<file path="config.mk">
export PLATFORM = sky130hd
export DESIGN_NAME = ps2_key_decoder
export DESIGN_NICKNAME = d
export VERILOG_FILES = /design/src/rtl/ps2_key_decoder.sv
export SDC_FILE = /design/constraint.sdc
export NUM_CORES = 1
export LEC_CHECK = 0
export CAP_MARGIN = 30
export CORE_AREA = 2 2 115 117
export DETAILED_ROUTE_END_ITERATION = 8
export DIE_AREA = 0 0 117 119
export PLACE_DENSITY_LB_ADDON = 0.1
export RECOVER_POWER = 100
export SYNTH_ARGS = -nofsm -noshare
export SYNTH_HDL_FRONTEND = slang
export SYNTH_SLANG_ARGS = --single-unit
</file>
<file path="constraint.sdc">
create_clock -name clk -period 2.9 [get_ports clk]
set_input_delay 0.58 -clock clk [delete_from_list [all_inputs] [get_ports clk]]
set_output_delay 0.58 -clock clk [all_outputs]
set_load 0.02 [all_outputs]
</file>
<file path="src/rtl/ps2_key_decoder.sv">
// PS/2 keyboard receiver: framing and parity check, E0/F0 prefix decoding,
// a show-ahead event FIFO with valid/ready, and a retriggerable hold enable.
module ps2_key_decoder #(
    parameter int CLK_DIV       = 250,
    parameter int TIMEOUT_TICKS = 4000,
    parameter int FIFO_DEPTH    = 8,
    parameter int HOLD_CYCLES   = 10_000_000
) (
    input  logic                              clk,
    input  logic                              rst,
    input  logic                              ps2_clk,
    input  logic                              ps2_data,
    output logic                              key_valid,
    input  logic                              key_ready,
    output logic [7:0]                        key_code,
    output logic                              key_ext,
    output logic                              key_break,
    output logic                              frame_err,
    output logic                              overflow,
    output logic                              hold_en,
    output logic [$clog2(FIFO_DEPTH+1)-1:0]   fifo_count
);

    localparam int DIV_W  = $clog2(CLK_DIV + 1);
    localparam int TMO_W  = $clog2(TIMEOUT_TICKS + 1);
    localparam int HOLD_W = $clog2(HOLD_CYCLES + 1);
    localparam int PTR_W  = $clog2(FIFO_DEPTH);
    localparam int CNT_W  = $clog2(FIFO_DEPTH + 1);

    localparam logic [DIV_W-1:0]  DIV_LAST  = DIV_W'(CLK_DIV - 1);
    localparam logic [TMO_W-1:0]  TMO_LAST  = TMO_W'(TIMEOUT_TICKS - 1);
    localparam logic [HOLD_W-1:0] HOLD_LOAD = HOLD_W'(HOLD_CYCLES);
    localparam logic [CNT_W-1:0]  CNT_FULL  = CNT_W'(FIFO_DEPTH);

    typedef enum logic [1:0] {
        IDLE  = 2'd0,
        SHIFT = 2'd1,
        CHECK = 2'd2
    } state_t;

    // Line synchronisers and sample tick
    logic clk_meta, clk_s, data_meta, data_s, clk_prev;
    logic [DIV_W-1:0] div_cnt;
    logic tick, fall;

    always_ff @(posedge clk) begin
        if (rst) begin
            clk_meta  <= 1'b0;
            clk_s     <= 1'b0;
            data_meta <= 1'b0;
            data_s    <= 1'b0;
        end else begin
            clk_meta  <= ps2_clk;
            clk_s     <= clk_meta;
            data_meta <= ps2_data;
            data_s    <= data_meta;
        end
    end

    assign tick = (div_cnt == DIV_LAST);
    assign fall = tick & clk_prev & ~clk_s;

    always_ff @(posedge clk) begin
        if (rst) begin
            div_cnt  <= '0;
            clk_prev <= 1'b0;
        end else begin
            div_cnt <= tick ? '0 : div_cnt + DIV_W'(1);
            if (tick) clk_prev <= clk_s;
        end
    end

    // Framing FSM
    state_t           state, state_nx;
    logic [3:0]       bitcnt, bitcnt_nx;
    logic [TMO_W-1:0] tmo_cnt, tmo_nx;
    logic [10:0]      shreg, shreg_nx;
    logic             abort;

    always_ff @(posedge clk) begin
        if (rst) begin
            state   <= IDLE;
            bitcnt  <= 4'd0;
            tmo_cnt <= '0;
            shreg   <= '0;
        end else begin
            state   <= state_nx;
            bitcnt  <= bitcnt_nx;
            tmo_cnt <= tmo_nx;
            shreg   <= shreg_nx;
        end
    end

    always_comb begin
        state_nx  = state;
        bitcnt_nx = bitcnt;
        tmo_nx    = tmo_cnt;
        shreg_nx  = shreg;
        abort     = 1'b0;
        case (state)
            IDLE: begin
                tmo_nx = '0;
                if (fall) begin
                    shreg_nx  = {data_s, shreg[10:1]};
                    bitcnt_nx = 4'd1;
                    state_nx  = SHIFT;
                end
            end
            SHIFT: begin
                if (fall) begin
                    shreg_nx  = {data_s, shreg[10:1]};
                    bitcnt_nx = bitcnt + 4'd1;
                    tmo_nx    = '0;
                    if (bitcnt == 4'd10) state_nx = CHECK;
                end else if (tick) begin
                    // Abort on the TIMEOUT_TICKS-th consecutive tick with no edge
                    if (tmo_cnt == TMO_LAST) begin
                        abort    = 1'b1;
                        tmo_nx   = '0;
                        state_nx = IDLE;
                    end else begin
                        tmo_nx = tmo_cnt + TMO_W'(1);
                    end
                end
            end
            CHECK:   state_nx = IDLE;
            default: state_nx = IDLE;
        endcase
    end

    // shreg after 11 bits: [0] start, [8:1] data LSB-first, [9] parity, [10] stop
    logic       frame_ok;
    logic [7:0] frame_byte;
    assign frame_byte = shreg[8:1];
    assign frame_ok   = ~shreg[0] & shreg[10] & (^shreg[9:1]);

    // Prefix decoder; the event word is {ext, brk, code}
    logic       ext_flag, brk_flag, dec_wr;
    logic [9:0] dec_word;

    always_ff @(posedge clk) begin
        if (rst) begin
            ext_flag  <= 1'b0;
            brk_flag  <= 1'b0;
            dec_wr    <= 1'b0;
            dec_word  <= '0;
            frame_err <= 1'b0;
        end else begin
            dec_wr    <= 1'b0;
            frame_err <= abort;
            if (abort) begin
                ext_flag <= 1'b0;
                brk_flag <= 1'b0;
            end else if (state == CHECK) begin
                if (!frame_ok) begin
                    frame_err <= 1'b1;
                    ext_flag  <= 1'b0;
                    brk_flag  <= 1'b0;
                end else begin
                    case (frame_byte)
                        8'hE0: ext_flag <= 1'b1;
                        8'hF0: brk_flag <= 1'b1;
                        8'hFA, 8'hAA: begin
                        end
                        default: begin
                            dec_wr   <= 1'b1;
                            dec_word <= {ext_flag, brk_flag, frame_byte};
                            ext_flag <= 1'b0;
                            brk_flag <= 1'b0;
                        end
                    endcase
                end
            end
        end
    end

    // Show-ahead event FIFO
    logic [9:0]       mem [FIFO_DEPTH];
    logic [PTR_W-1:0] wr_ptr, rd_ptr;
    logic [CNT_W-1:0] count;
    logic             full, do_pop, do_push;

    assign key_valid  = (count != '0);
    assign full       = (count == CNT_FULL);
    assign do_pop     = key_valid & key_ready;
    assign do_push    = dec_wr & (~full | do_pop);
    assign fifo_count = count;
    assign key_code   = key_valid ? mem[rd_ptr][7:0] : 8'h00;
    assign key_break  = key_valid & mem[rd_ptr][8];
    assign key_ext    = key_valid & mem[rd_ptr][9];

    always_ff @(posedge clk) begin
        if (do_push) mem[wr_ptr] <= dec_word;
    end

    always_ff @(posedge clk) begin
        if (rst) begin
            wr_ptr   <= '0;
            rd_ptr   <= '0;
            count    <= '0;
            overflow <= 1'b0;
        end else begin
            if (do_push) wr_ptr <= wr_ptr + PTR_W'(1);
            if (do_pop)  rd_ptr <= rd_ptr + PTR_W'(1);
            case ({do_push, do_pop})
                2'b10:   count <= count + CNT_W'(1);
                2'b01:   count <= count - CNT_W'(1);
                default: count <= count;
            endcase
            if (dec_wr && full && !do_pop) overflow <= 1'b1;
        end
    end

    // Hold enable: reloaded by every accepted make event
    logic [HOLD_W-1:0] hold_cnt;
    assign hold_en = (hold_cnt != '0);

    always_ff @(posedge clk) begin
        if (rst) begin
            hold_cnt <= '0;
        end else if (do_push && !dec_word[8]) begin
            hold_cnt <= HOLD_LOAD;
        end else if (hold_cnt != '0) begin
            hold_cnt <= hold_cnt - HOLD_W'(1);
        end
    end

endmodule

</file>
==> results of run 1 <==
[stage by stage]
| stage | setup slack (ps) | instances | area, sq um | hold slack [ps] | utilization [%] |
|---|---|---|---|---|---|
| after CTS | 8.666 | 845 | 8537 | 455.9 | 66.31 |
| after detailed placement | 88.20 | 813 | 7964 | 441.1 | 61.86 |
| final | 100.2 | 846 | 8477 | 446.5 | 65.84 |
| after floorplan | 306.3 | 618 | 7450 | 413.8 | - |
| after global placement | 172.1 | 813 | 7964 | 430.8 | 61.86 |
| after global routing | 12.85 | 846 | 8477 | 468.0 | 65.84 |
[cells in the mapped netlist, types with 3 or more instances]
cell type,n
dfxtp_1,94
nor2_1,94
edfxtp_1,80
mux2i_1,33
a21oi_1,27
nand2_1,22
clkbuf_1,20
mux4_2,20
ha_1,19
inv_1,19
nor3_1,16
xnor2_1,16
xor2_1,16
nand4_1,12
nand2b_1,10
nand3_1,10
o21ai_0,10
or2_2,8
a211oi_1,7
nor2b_1,7
or3_1,6
nor4_1,5
or4_1,5
nand3b_1,4
o31ai_1,4
a31oi_1,3
and4_1,3
buf_2,3
nand4b_1,3
nand4bb_1,3
[area by class of cell]
cell class,count,area share (%)
clock buffer,18,5.063
multi-input combinational,400,35.14
inverter,19,0.8413
clock inverter,14,1.668
tap,176,2.598
timing repair buffer,45,4.133
sequential,174,50.55
[state kept, by name (all words and copies together), names as in the netlist, 4 cells and up, named ones only]
name and cells:
div_cnt 8, bitcnt 4, hold_cnt 24, shreg 11, mem 80, dec_word 10, tmo_cnt 12, fifo_count 4
[worst register-to-register path: stages (launching register included)]
cell and delay [ps]:
dfxtp_1 360, or4_1 620, or4_1 680, o31ai_2 630
or3_1 190, a31oi_1 80
[final timing paths]
check / slack [ps] / cells past startpoint / start / end
hold / removal: 450 / 1 / data_meta / data_s
hold reg to reg: 450 / 1 / data_meta / data_s
setup reg to reg: 200 / 5 / hold_cnt[11] / hold_cnt[15]
setup / recovery: 100 / 5 / register / key_break
[kinds of logic after synthesis]
family	after synthesis
and+or+nand+nor	224
adders and majority gates	20
muxes	53
DFF	174
AOI/OAI and AO/OA	70
xor gates and xnor gates	33
buffers and inverters	44
[placed cells by master (no fill, tap or decap), types with 16 or more instances in the layout]
| cell type | instances |
|---|---|
| ha_1 | 19 |
| clkbuf_16 | 18 |
| inv_1 | 19 |
| nor2_1 | 94 |
| nor3_1 | 16 |
| xnor2_1 | 16 |
| xor2_1 | 16 |
| mux2i_1 | 33 |
| edfxtp_1 | 80 |
| a21oi_1 | 27 |
| clkbuf_1 | 17 |
| dfxtp_1 | 93 |
| nand2_1 | 22 |
| mux4_2 | 20 |
[what timing repair did]
action	4_1_cts	5_1_grt
gates resized for setup	4	9
endpoints found under the setup margin	3	9
cloned	0	1
[routing by layer]
layer  vias to the layer above  GRT usage [%]  routed length, um
met5                         -              0                  0
met2                        68          35.26               6986
met3                        17          5.394                422
met4                         0          7.794                206
met1                      2351          26.38               6175
li1                       2348              -                  -
[power by group]
part           internal (uW)  switching (uW)  total [uW]
Sequential              2700             169        2870
Combinational            625             945        1570
Clock                   1270             906        2170
Total                   4590            2020        6610
==> results.md, run 1 <==
* Final HPWL from detailed placement at roughly 9000 um
* Async SR Flop Fraction at 0%
* Crit path DAT at 2220 ps
* Area leader, netlist: edfxtp_1
* Site row count at 42
* CTS tree: yes
* Register Area at 4285 sq um
* Worst Max-Slew Pin Slew at 1314 ps
* Vias in the first global route at 4,667
* Mean post-synth cell area at 12.05 sq um
* Largest family of logic cells by synthesized area: simple AND/OR/NAND/NOR gates
* Post-Route Setup TNS at 0 ps
* Clock Latency Late Sink at 420 ps
* Kind of end point of the critical path: output pin
* RD Place Congestion at 0.8575
* Pwr Density at about 780 nW/um^2
* Setup violations, final at 0
* IO Pins at 23
* Hold Fails Final Rpt at 0
* CTS max path bufs at 2
* Ys flop type: dfxtp_1
* Clk sink count at 174
* Clk root buf: clkbuf_16
* Die height at 119 um
* CP Max Fanout at 10
* Total power draw at 6611 uW
* Drt pass-1 iters at 4
* MaxCap Viol Count at 0
* Max IR drop VDD at 0.9373 mV
* Critical Path Max Stage Delay at 530 ps
* Post-synth EDFFs at 80
* Worst path required time at 2320 ps
* Largest net degree at the start of global routing at 32
* Number of setup buffers added after CTS at 0
* Compound-Gate Fraction of Synth Area at under 10%
* Post-synthesis simple-gate area fraction at between 15 and 20%
* RSZ-0062 raised after global routing: false
* Layout cell share with drive strength beyond 1 at 11.94%
* Synth warnings at 0
* Setup Crit Path Kind: register to output pin
* Mapped Nets at around 640
* Hold Path Class: register to register
* Gr usage total at 21.14%
* Register bit count reported by yosys at between 150 and 200
* Core ar. at approximately 13,000 sq um
* Die area at 13,920 sq um
* Area growth, synth to finish at 13.79%
* Top-area cell type share of the netlist area at between 30 and 40%
* Top area cells in the synthesized netlist: edfxtp_1, dfxtp_1, mux4_2
* Initial antenna violation count at 0
* Area of the multi-input gates at around 3000 sq um
* Clock period minus worst slack at approximately 2800 ps
* Die width at 117 um
* Crit path buffers/inverters at 2
* Max Fclk at approximately 360 MHz
* Cell Area, Synth at approximately 7400 sq um
* Seq/Total Area, Yosys at 57.51%
* Hold-fix buffer count after cts at 0
* Multiplexer area fraction after synthesis at 10.48%
* Diodes inserted at 0
* Clock slew at reported path FFs at ~60 ps
* Final #Nets at 682
* Ratio of final minimum period to clock period at 96.55%
* Cell family with most CP delay: buffers and inverters
* CTS Buf Count at 17
* Grt ovf at 0
* Crit-path cells: buf_12, mux4_2, mux2i_1, nor2_1, clkdlybuf4s50_1
* Synth Instances at 618
* Fillers at between 1,000 and 1,500
* Netlist cell types at 60
* Status: complete, no violations
* Vias per Instance at between 5 and 6
* Final wirelength at 13,790 um
* Critical Path Start Type: register
* Xor and xnor area share after synthesis at roughly 4%
* Starting Density at 57.86%
* Fin. max-slew vios at 0
* Pleak at 0.002927 uW
* Adder-cell share of the synthesized area at under 10%
* Number of DRC markers in iteration 0 at 296
* Layout Skew at approximately 7 ps
* Detailed-route wire length per cell at 16.30 um
* Routed vias at 4,784
* ANT nets after route at 0
* # port buffers at 22
* DRC violations left at 0
* First-pass GRT wire length at 22,650 um
* H-tree level count at 4
* Critical path's slowest cell: clkdlybuf4s50_1
* Slew headroom at 12.42%
(Power assumes the default switching activity.)
==> run 2: changes to the inputs <==
GPL_ROUTABILITY_DRIVEN = 0   (was unset)
==> results of run 2 <==
No change in the layout: final DEF, timing and power equal those of run 1.
